## config.mk

```make
export PLATFORM = sky130hd
export DESIGN_NAME = pc_sequencer
export DESIGN_NICKNAME = d
export VERILOG_FILES = /design/src/rtl/pc_sequencer_pkg.sv /design/src/rtl/pc_sequencer_irq_latch.sv /design/src/rtl/pc_sequencer.sv
export SDC_FILE = /design/constraint.sdc
export NUM_CORES = 1
export LEC_CHECK = 0
export ABC_AREA = 1
export BUFFER_PORTS_ARGS = -buffer_cell sky130_fd_sc_hd__buf_2
export CORE_MARGIN = 2
export CORE_UTILIZATION = 40
export DETAILED_ROUTE_END_ITERATION = 8
export GPL_ROUTABILITY_DRIVEN = 0
export GPL_TIMING_DRIVEN = 0
export PLACE_DENSITY = 0.75
export RECOVER_POWER = 100
export SKIP_LAST_GASP = 1
export SLEW_MARGIN = 20
export SYNTH_ARGS = -nofsm -noshare
export SYNTH_HDL_FRONTEND = slang
export SYNTH_HIERARCHICAL = 1
export SYNTH_SLANG_ARGS = --single-unit
```

## constraint.sdc

```tcl
create_clock -name clock -period 2 [get_ports clock]
set_input_delay 0.1 -clock clock [delete_from_list [all_inputs] [get_ports clock]]
set_output_delay 0.1 -clock clock [all_outputs]
set_load 0.1 [all_outputs]
```

## src/rtl/pc_sequencer_pkg.sv

```systemverilog
// Shared RISC constants: PC source select codes and trap/reset vectors.
// Used by both the PC sequencer and the PC register.
package pc_sequencer_pkg;

    // PC source select codes driven on pcsel
    typedef enum logic [2:0] {
        PCSEL_INC    = 3'd0,
        PCSEL_BRANCH = 3'd1,
        PCSEL_JUMP   = 3'd2,
        PCSEL_ILLOP  = 3'd3,
        PCSEL_XADR   = 3'd4,
        PCSEL_HOLD   = 3'd5
    } pcsel_t;

    // Fixed vectors loaded into the PC on reset, illegal opcode and interrupt
    localparam logic [31:0] ADDR_RESET = 32'h8000_0000;
    localparam logic [31:0] ADDR_ILLOP = 32'h8000_0004;
    localparam logic [31:0] ADDR_XADR  = 32'h8000_0008;

    // Width of the per-instruction cycle counter and the multi input
    localparam int CNT_W = 5;

endpackage

```

## src/rtl/pc_sequencer_irq_latch.sv

```systemverilog
// Interrupt pending flag: set by a request, cleared by the acknowledge.
// Clear has priority, so a still-held request must be seen again to re-pend.
module irq_latch (
    input  logic clock,
    input  logic reset_n,
    input  logic set_req,
    input  logic clear_req,
    output logic pending
);

    // Pending flag register with clear-over-set priority
    always_ff @(posedge clock or negedge reset_n) begin
        if (!reset_n) begin
            pending <= 1'b0;
        end else if (clear_req) begin
            pending <= 1'b0;
        end else if (set_req) begin
            pending <= 1'b1;
        end
    end

endmodule

```

## src/rtl/pc_sequencer.sv

```systemverilog
// PC sequencer: steps multi-cycle instructions, selects the next PC source
// and takes illegal-opcode traps and user-mode interrupts at retire.
module pc_sequencer
    import pc_sequencer_pkg::*;
(
    input  logic             clock,
    input  logic             reset_n,
    input  logic [CNT_W-1:0] multi,
    input  logic             illop,
    input  logic             jump,
    input  logic             branch_taken,
    input  logic             irq_req,
    input  logic             supervisor,
    output logic [2:0]       pcsel,
    output logic             stall,
    output logic             xp_save,
    output logic             irq_ack,
    output logic [CNT_W-1:0] cycle_cnt
);

    // Sequencer states are private to this block
    typedef enum logic {
        ST_RUN   = 1'b0,
        ST_MULTI = 1'b1
    } state_t;

    state_t           state;
    state_t           state_next;
    logic [CNT_W-1:0] cnt_next;
    logic             retire;
    logic             irq_pending;
    pcsel_t           pcsel_sel;

    irq_latch u_irq_latch (
        .clock     (clock),
        .reset_n   (reset_n),
        .set_req   (irq_req),
        .clear_req (irq_ack),
        .pending   (irq_pending)
    );

    // State and cycle counter registers
    always_ff @(posedge clock or negedge reset_n) begin
        if (!reset_n) begin
            state     <= ST_RUN;
            cycle_cnt <= '0;
        end else begin
            state     <= state_next;
            cycle_cnt <= cnt_next;
        end
    end

    // Next state, counter update and PC source selection
    always_comb begin
        state_next = state;
        cnt_next   = cycle_cnt;
        pcsel_sel  = PCSEL_INC;
        stall      = 1'b0;
        xp_save    = 1'b0;
        irq_ack    = 1'b0;
        retire     = 1'b0;

        case (state)
            ST_RUN: begin
                if (illop) begin
                    pcsel_sel = PCSEL_ILLOP;
                    xp_save   = 1'b1;
                    cnt_next  = '0;
                end else if (multi != '0) begin
                    pcsel_sel  = PCSEL_HOLD;
                    stall      = 1'b1;
                    cnt_next   = {{(CNT_W-1){1'b0}}, 1'b1};
                    state_next = ST_MULTI;
                end else begin
                    retire = 1'b1;
                end
            end
            ST_MULTI: begin
                // A counter already past a shrunken multi retires at once
                if (cycle_cnt < multi) begin
                    pcsel_sel = PCSEL_HOLD;
                    stall     = 1'b1;
                    cnt_next  = cycle_cnt + {{(CNT_W-1){1'b0}}, 1'b1};
                end else begin
                    retire = 1'b1;
                end
            end
            default: begin
                state_next = ST_RUN;
                cnt_next   = '0;
            end
        endcase

        if (retire) begin
            cnt_next   = '0;
            state_next = ST_RUN;
            if (irq_pending && !supervisor) begin
                pcsel_sel = PCSEL_XADR;
                xp_save   = 1'b1;
                irq_ack   = 1'b1;
            end else if (jump) begin
                pcsel_sel = PCSEL_JUMP;
            end else if (branch_taken) begin
                pcsel_sel = PCSEL_BRANCH;
            end else begin
                pcsel_sel = PCSEL_INC;
            end
        end

        // Outputs are forced quiet while reset is held, regardless of clock
        if (!reset_n) begin
            pcsel_sel = PCSEL_INC;
            stall     = 1'b0;
            xp_save   = 1'b0;
            irq_ack   = 1'b0;
        end
    end

    assign pcsel = pcsel_sel;

endmodule

```

==> impl_metrics.yaml, run 1 <==
critical_path:
  r2r-end: "u_irq_latch/pending"
  timing.critical_path.buf_inv: 3
  cpPeakStageDelay_ps: 490
  path_depth: 8
  worstPathMaxFanout: 4
  crit_start_category: "flip-flop"
  rrSetupSlack_ps: 290
  crit_path_top_delay_cell: "dfrtp_4"
  r2r_start: "cycle_cnt[4]"
  crit_start: "cycle_cnt[4]"
  crit_required_ps: 1900
  critical_path.cell_chain: "ha_4, nand2_4, inv_2, nand2_4, nand4_4, nand4_1, clkinvlp_2, buf_12"
  critical-path-top-cell-by-count: "nand2_4"
  timing.setup.critical_path_class: "reg -> out"
  worst-endpoint-arrival_ps: 1860
  worstSetupEndpointType: "output pin"
  critPathTopFamily: "flip-flops"
  rr_worst_depth: 9
clocking:
  cts_root_buf: "clkbuf_4"
  clkTransAtPathRegs_ps: 50
  clock_latency_ps: 260
  cts.sink_count: 7
  cts.path.max_buffers: 2
  cts-buffers-inserted: 3
  cts_tree: "yes"
  cts_htree_levels: 1
hold_path:
  worstHoldPathCells: 3
  worstHoldEndpoint: "u_irq_latch/pending"
  hold_path_startpoint: "irq_req"
  min_delay_path_class: "in -> reg"
logic_synthesis:
  asyncSetResetFlopFracSynth_pct: 100.0
  largest_family_of_logic_cells_by_synthesized_area: "simple AND/OR/NAND/NOR gates"
  postSynthNetCount: 94
  synthXorXnorAreaFrac_pct: 4.784
  synth-compound-area-share_pct: 5.011
  synth_enable_flop_cells: 0
  ys_seq_area_share_pct: 31.89
  synth_top_cells_by_area: "dfrtp_1, ha_1, inv_1, nor2_1, nand2_1"
  yosysTopAreaCellShare_pct: 31.89
  synth-adder-area-share_pct: 11.39
  synthesis.instances: 77
  synth_area_um2: 549.3
  yosys_register_bits: 7
  synth_common_cells: "inv_1, nor2_1, nand2_1"
  post_synth_and_or_nand_nor_area_fraction_pct: 35.31
  synthMostInstantiatedCell: "inv_1"
  netlist-cell-type-count: 17
  synth.avg_cell_area_um2: 7.133
  ys.flop_type: "dfrtp_1"
  yosysTopAreaCell: "dfrtp_1"
  ys.warnings.count: 6
  post_synth_mux_area_share_pct: 0
timing:
  final.setup_skew_ps: 2.258
  timing.setup.tns_ps: 0
  rsz_0062_raised_after_global_routing: "true"
  max_slew_vio_count: 0
  max_slew_margin_pct: 22.60
  timing.final.crit_share_pct: 97.85
  final.setup.worst_slack_ps: 43.05
  least_margin_pin_slew_ps: 1166
  report.final.hold_viol_count: 0
  maxClockFrequency_mhz: 511.0
  setup_viol_count_final: 0
  period_minus_slack_ps: 1957
global_route:
  antenna_found_initial: 0
  grt_pass1_vias: 522
  globalRoute.totalOverflow: 0
  grt.total_usage_pct: 20.18
  grt_max_degree: 8
  global_route_wire_length_before_repair_um: 2145
power:
  switchingPower_w: 0.0008723
  power.density_cell_area_nw_per_um2: 1525
  sw_frac_of_total_pct: 58.45
  comb_power_share_pct: 74.1
  internal_power_w: 0.0006200
  power.static_leakage_nw: 0.4859
  vdd_ir_drop_max_mv: 1.182
  clock_power_share_pct: 8.8
  pwr-share-seq_pct: 17.1
route:
  vias: 605
  first_iter_violations: 15
  routed_wire_length_per_instance_um: 11.52
  drt_wl_total_um: 1451
  dr_vias_cell: 4.802
  detail_route.drc_violations: 0
  drt.antenna.violating_nets: 0
  drt_first_pass_iters: 4
layout:
  finalNetCount: 129
  drive_gt1_share_pct: 54.05
  area_growth_pct: 78.13
  antenna-diode-count: 0
  final_util_pct: 76.14
floorplanning:
  start_util_pct: 42.75
  die-area_um2: 1686
  io_pins: 23
  chipWidth_um: 41.06
  row_count: 13
  die_y_um: 41.06
  core_box_area_um2: 1285
run:
  timing.max_cap.violations: 0
run_status:
  status: "finished, final reports clean"
placement:
  port_buffers: 22
  dp_hpwl_um: 996.1
  pre_cts_ws_ps: -26.94
-- worst min-delay path, delay by kind of cell --
kind | cells | cell delay, ps
AND/OR/NAND/NOR | 2 | 120
buffers and inverters | 1 | 80
-- cells in the final DEF (no fill, tap or decap), types with 2 or more instances in the layout --
cell        Yosys  routed
inv_1          15      12
nor2_1         14      12
buf_2           0      11
nand2_2         4       8
nand2_1        13       7
buf_4           0       6
buf_12          0       5
nand3_1         4       4
ha_4            0       4
clkbuf_1        0       4
dfrtp_4         0       4
nor2_4          0       3
nand4_1         3       3
clkbuf_4        0       3
clkbuf_2        0       3
nand2_4         0       2
inv_2           2       2
clkinvlp_4      0       2
xor2_1          2       2
dfrtp_1         7       2
-- power by group through the flow --
stage	logic [W]	registers (W)	clock network (W)
detailed placement	0.000893	0.000274	0
global placement	0.000880	0.000274	0
global route	0.00116	0.000261	0.000144
finish	0.00111	0.000256	0.000132
CTS	0.00106	0.000258	0.000136
floorplan	0.000529	0.000503	0
-- registers in the layout, indices dropped and copies added, names as in the netlist --
register             count
cycle_cnt                5
state                    1
u_irq_latch/pending      1
-- repair_timing --
item                       CTS  global route
hold buffers                 1             0
setup endpoints to repair    6             6
buffers inserted             5             2
pin swaps                    7             8
resized for setup           22             8
hold endpoints to repair     7             0
-- kinds of logic (layout without fill, tap and decap cells) --
logic type,after synthesis,in the layout
buffers and inverters,17,51
DFF,7,7
AOI/OAI and AO/OA,4,4
and+or+nand+nor,41,41
xor gates and xnor gates,3,3
adders and majority gates,5,5
-- final cells by class --
class	instances	area [µm²]
Clock buffer	4	26.28
Fill cell	95	306.5
Inverter	17	72.57
Multi-Input combinational cell	53	421.7
Sequential cell	7	191.4
Tap cell	15	18.77
Timing Repair Buffer	30	247.7
-- through the flow --
| step | area (µm²) | power (W) | cells | hold slack [ps] |
|---|---|---|---|---|
| 3_5_place_dp | 784.5 | 0.001167 | 114 | -31.58 |
| 4_1_cts | 939.7 | 0.001458 | 124 | 86.88 |
| 3_3_place_gp | 784.5 | 0.001154 | 114 | -29.51 |
| 2_1_floorplan | 655.6 | 0.001033 | 77 | -195.6 |
| 5_1_grt | 978.4 | 0.001565 | 126 | 105.8 |
| 6_report | 978.4 | 0.001492 | 126 | 94.55 |
-- worst max path at each step --
stage | end | slack (ps)
after CTS | irq_ack | -10
after global placement | irq_ack | -30
after floorplan | u_irq_latch/pending | -170
after detailed placement | irq_ack | -30
final | irq_ack | 40
after global routing | xp_save | -40
-- metal layers --
metal,track usage (%),wire [µm]
met1,24.09,600
met2,34.38,765
met3,3.261,58
met4,10.00,25
met5,0,0
Power figures use the tool's default switching activity.
==> run 2: changes to the inputs <==
Settings changed: CELL_PAD_IN_SITES_DETAIL_PLACEMENT set to 2, CELL_PAD_IN_SITES_GLOBAL_PLACEMENT set to 2, CORE_UTILIZATION 40 to 25, PLACE_DENSITY 0.75 to 0.86.
==> run 2 against run 1 <==
Net effect: the run now ends with setup timing left; fmax is 4.1% lower; power increased by 3.4%; sequential share of layout area is 0.075 points lower; cell area is 0.38% higher; critical path depth is 2 higher; hold slack got worse by 2.3 ps; largest cell class unchanged.
==> impl_metrics.yaml, run 2 (synthesized netlist as in run 1, its figures left out) <==
floorplanning:
  chipWidth_um: 50.88
  io_pins: 23
  die-area_um2: 2588
  core_box_area_um2: 2022
  start_util_pct: 27.17
  die_y_um: 50.88
  row_count: 16
layout:
  biggestRegsByFlops: "cycle_cnt: 5 flops, state: 1 flops, u_irq_latch/pending: 1 flops"
  fin_area_um2: 982.2
  layout_common_cells: "buf_2, inv_1, nor2_1"
  layout.cells.most_common: "buf_2"
  antenna-diode-count: 0
  drive_gt1_share_pct: 54.13
  area_growth_pct: 78.82
  register_name_with_the_most_flops: "cycle_cnt"
  number_of_flip_flops_in_the_largest_register: 5
  finalNetCount: 127
  layoutNonFillerInstCount: 136
clocking:
  cts.sink_count: 7
  clock_latency_ps: 240
  cts_tree: "yes"
  cts_root_buf: "clkbuf_4"
  cts_htree_levels: 1
  cts-buffers-inserted: 3
  clkTransAtPathRegs_ps: 50
  cts.path.max_buffers: 2
route:
  drt_wl_total_um: 2061
  dr_vias_cell: 4.493
  drt_first_pass_iters: 2
  drt.antenna.violating_nets: 0
  detail_route.drc_violations: 0
  first_iter_violations: 2
  vias: 611
  routed_wire_length_per_instance_um: 15.15
timing:
  period_minus_slack_ps: 2041
  maxClockFrequency_mhz: 489.9
  timing.setup.tns_ps: -124.0
  report.final.hold_viol_count: 0
  final.hold.worst_slack_ps: 92.26
  timing.final.crit_share_pct: 102.1
  least_margin_pin_slew_ps: 1165
  final.setup.worst_slack_ps: -41.36
  max_slew_vio_count: 0
  final.setup_skew_ps: 5.342
  setup_viol_count_final: 5
  rsz_0062_raised_after_global_routing: "true"
  max_slew_margin_pct: 22.70
global_route:
  grt_pass1_vias: 682
  global_route_wire_length_before_repair_um: 3111
  grt_max_degree: 8
  antenna_found_initial: 0
  globalRoute.totalOverflow: 0
  grt.total_usage_pct: 16.27
critical_path:
  critical_path.cell_chain: "ha_4, nand2_4, nor2_4, nand2_2, nand3_2, nand2_1, nand2_1, nand2_2, nor2_4, buf_12"
  crit_path_top_delay_cell: "dfrtp_4"
  worstSetupEndpointType: "output pin"
  crit_required_ps: 1900
  cpPeakStageDelay_ps: 490
  crit_start_category: "flip-flop"
  worst-endpoint-arrival_ps: 1940
  worstPathMaxFanout: 3
  timing.setup.critical_path_class: "reg -> out"
run_status:
  status: "finished, violations left"
  failing_checks: "setup timing"
run:
  timing.max_cap.violations: 0
hold_path:
  min_delay_path_class: "in -> reg"
placement:
  placement.cell_area_um2: 799.5
  numPlacedInstances: 126
  port_buffers: 22
  dp_hpwl_um: 1414
  pre_cts_ws_ps: -62.13
power:
  power.static_leakage_nw: 0.4763
  vdd_ir_drop_max_mv: 0.8703
  power.density_cell_area_nw_per_um2: 1571
[run 2: worst paths after layout]
check	startpoint	endpoint	slack (ps)	cells after the start
max reg2reg	cycle_cnt[3]	u_irq_latch/pending	350	8
min in group asynchronous	reset_n	cycle_cnt[4]	390	2
max in group asynchronous	reset_n	cycle_cnt[2]	1340	2
max	cycle_cnt[3]	xp_save	-40	10
min reg2reg	u_irq_latch/pending	u_irq_latch/pending	520	2
min	irq_req	u_irq_latch/pending	90	3
[run 2: where the power goes]
| group | leakage, nW | switching (W) | internal (W) | total (W) |
|---|---|---|---|---|
| clock network | 0.0150 | 0.0000455 | 0.0000757 | 0.000121 |
| registers | 0.0765 | 0.0000754 | 0.000207 | 0.000283 |
| logic | 0.385 | 0.000794 | 0.000345 | 0.00114 |
[run 2: routing by layer]
metal	up-vias	wire (µm)	track usage (%)
li1	305	-	-
met1	298	925	19.89
met2	8	1107	30.70
met3	0	28	1.170
met4	0	0	4.054
met5	-	0	0
[run 2: layout make-up]
class	count	area, µm²
Fill cell	233	1040
Multi-Input combinational cell	53	414.1
Timing Repair Buffer	28	241.5
Sequential cell	7	191.4
Inverter	17	75.07
Tap cell	27	33.78
Clock buffer	4	26.28
[run 2: per-stage QoR]
step	util (%)	total power, W
after floorplan	-	0.001033
after global placement	39.54	0.001166
after detailed placement	39.54	0.001211
after CTS	46.72	0.001490
after global routing	48.58	0.001628
final	48.58	0.001543
[run 2: what timing repair did]
| action | in CTS | in global routing |
|---|---|---|
| setup endpoints to repair | 6 | 6 |
| resized for setup | 24 | 5 |
| pin swaps | 9 | 7 |
| buffers inserted | 3 | 2 |
| endpoints found under the hold margin | 7 | 0 |
| hold buffers | 1 | 0 |
[run 2: worst max-delay path, delay by kind of cell, from the launching register on]
family	cells	cell delay [ps]
and+or+nand+nor	8	740
buffers and inverters	1	180
adders and majority gates	1	290
DFF	1	490
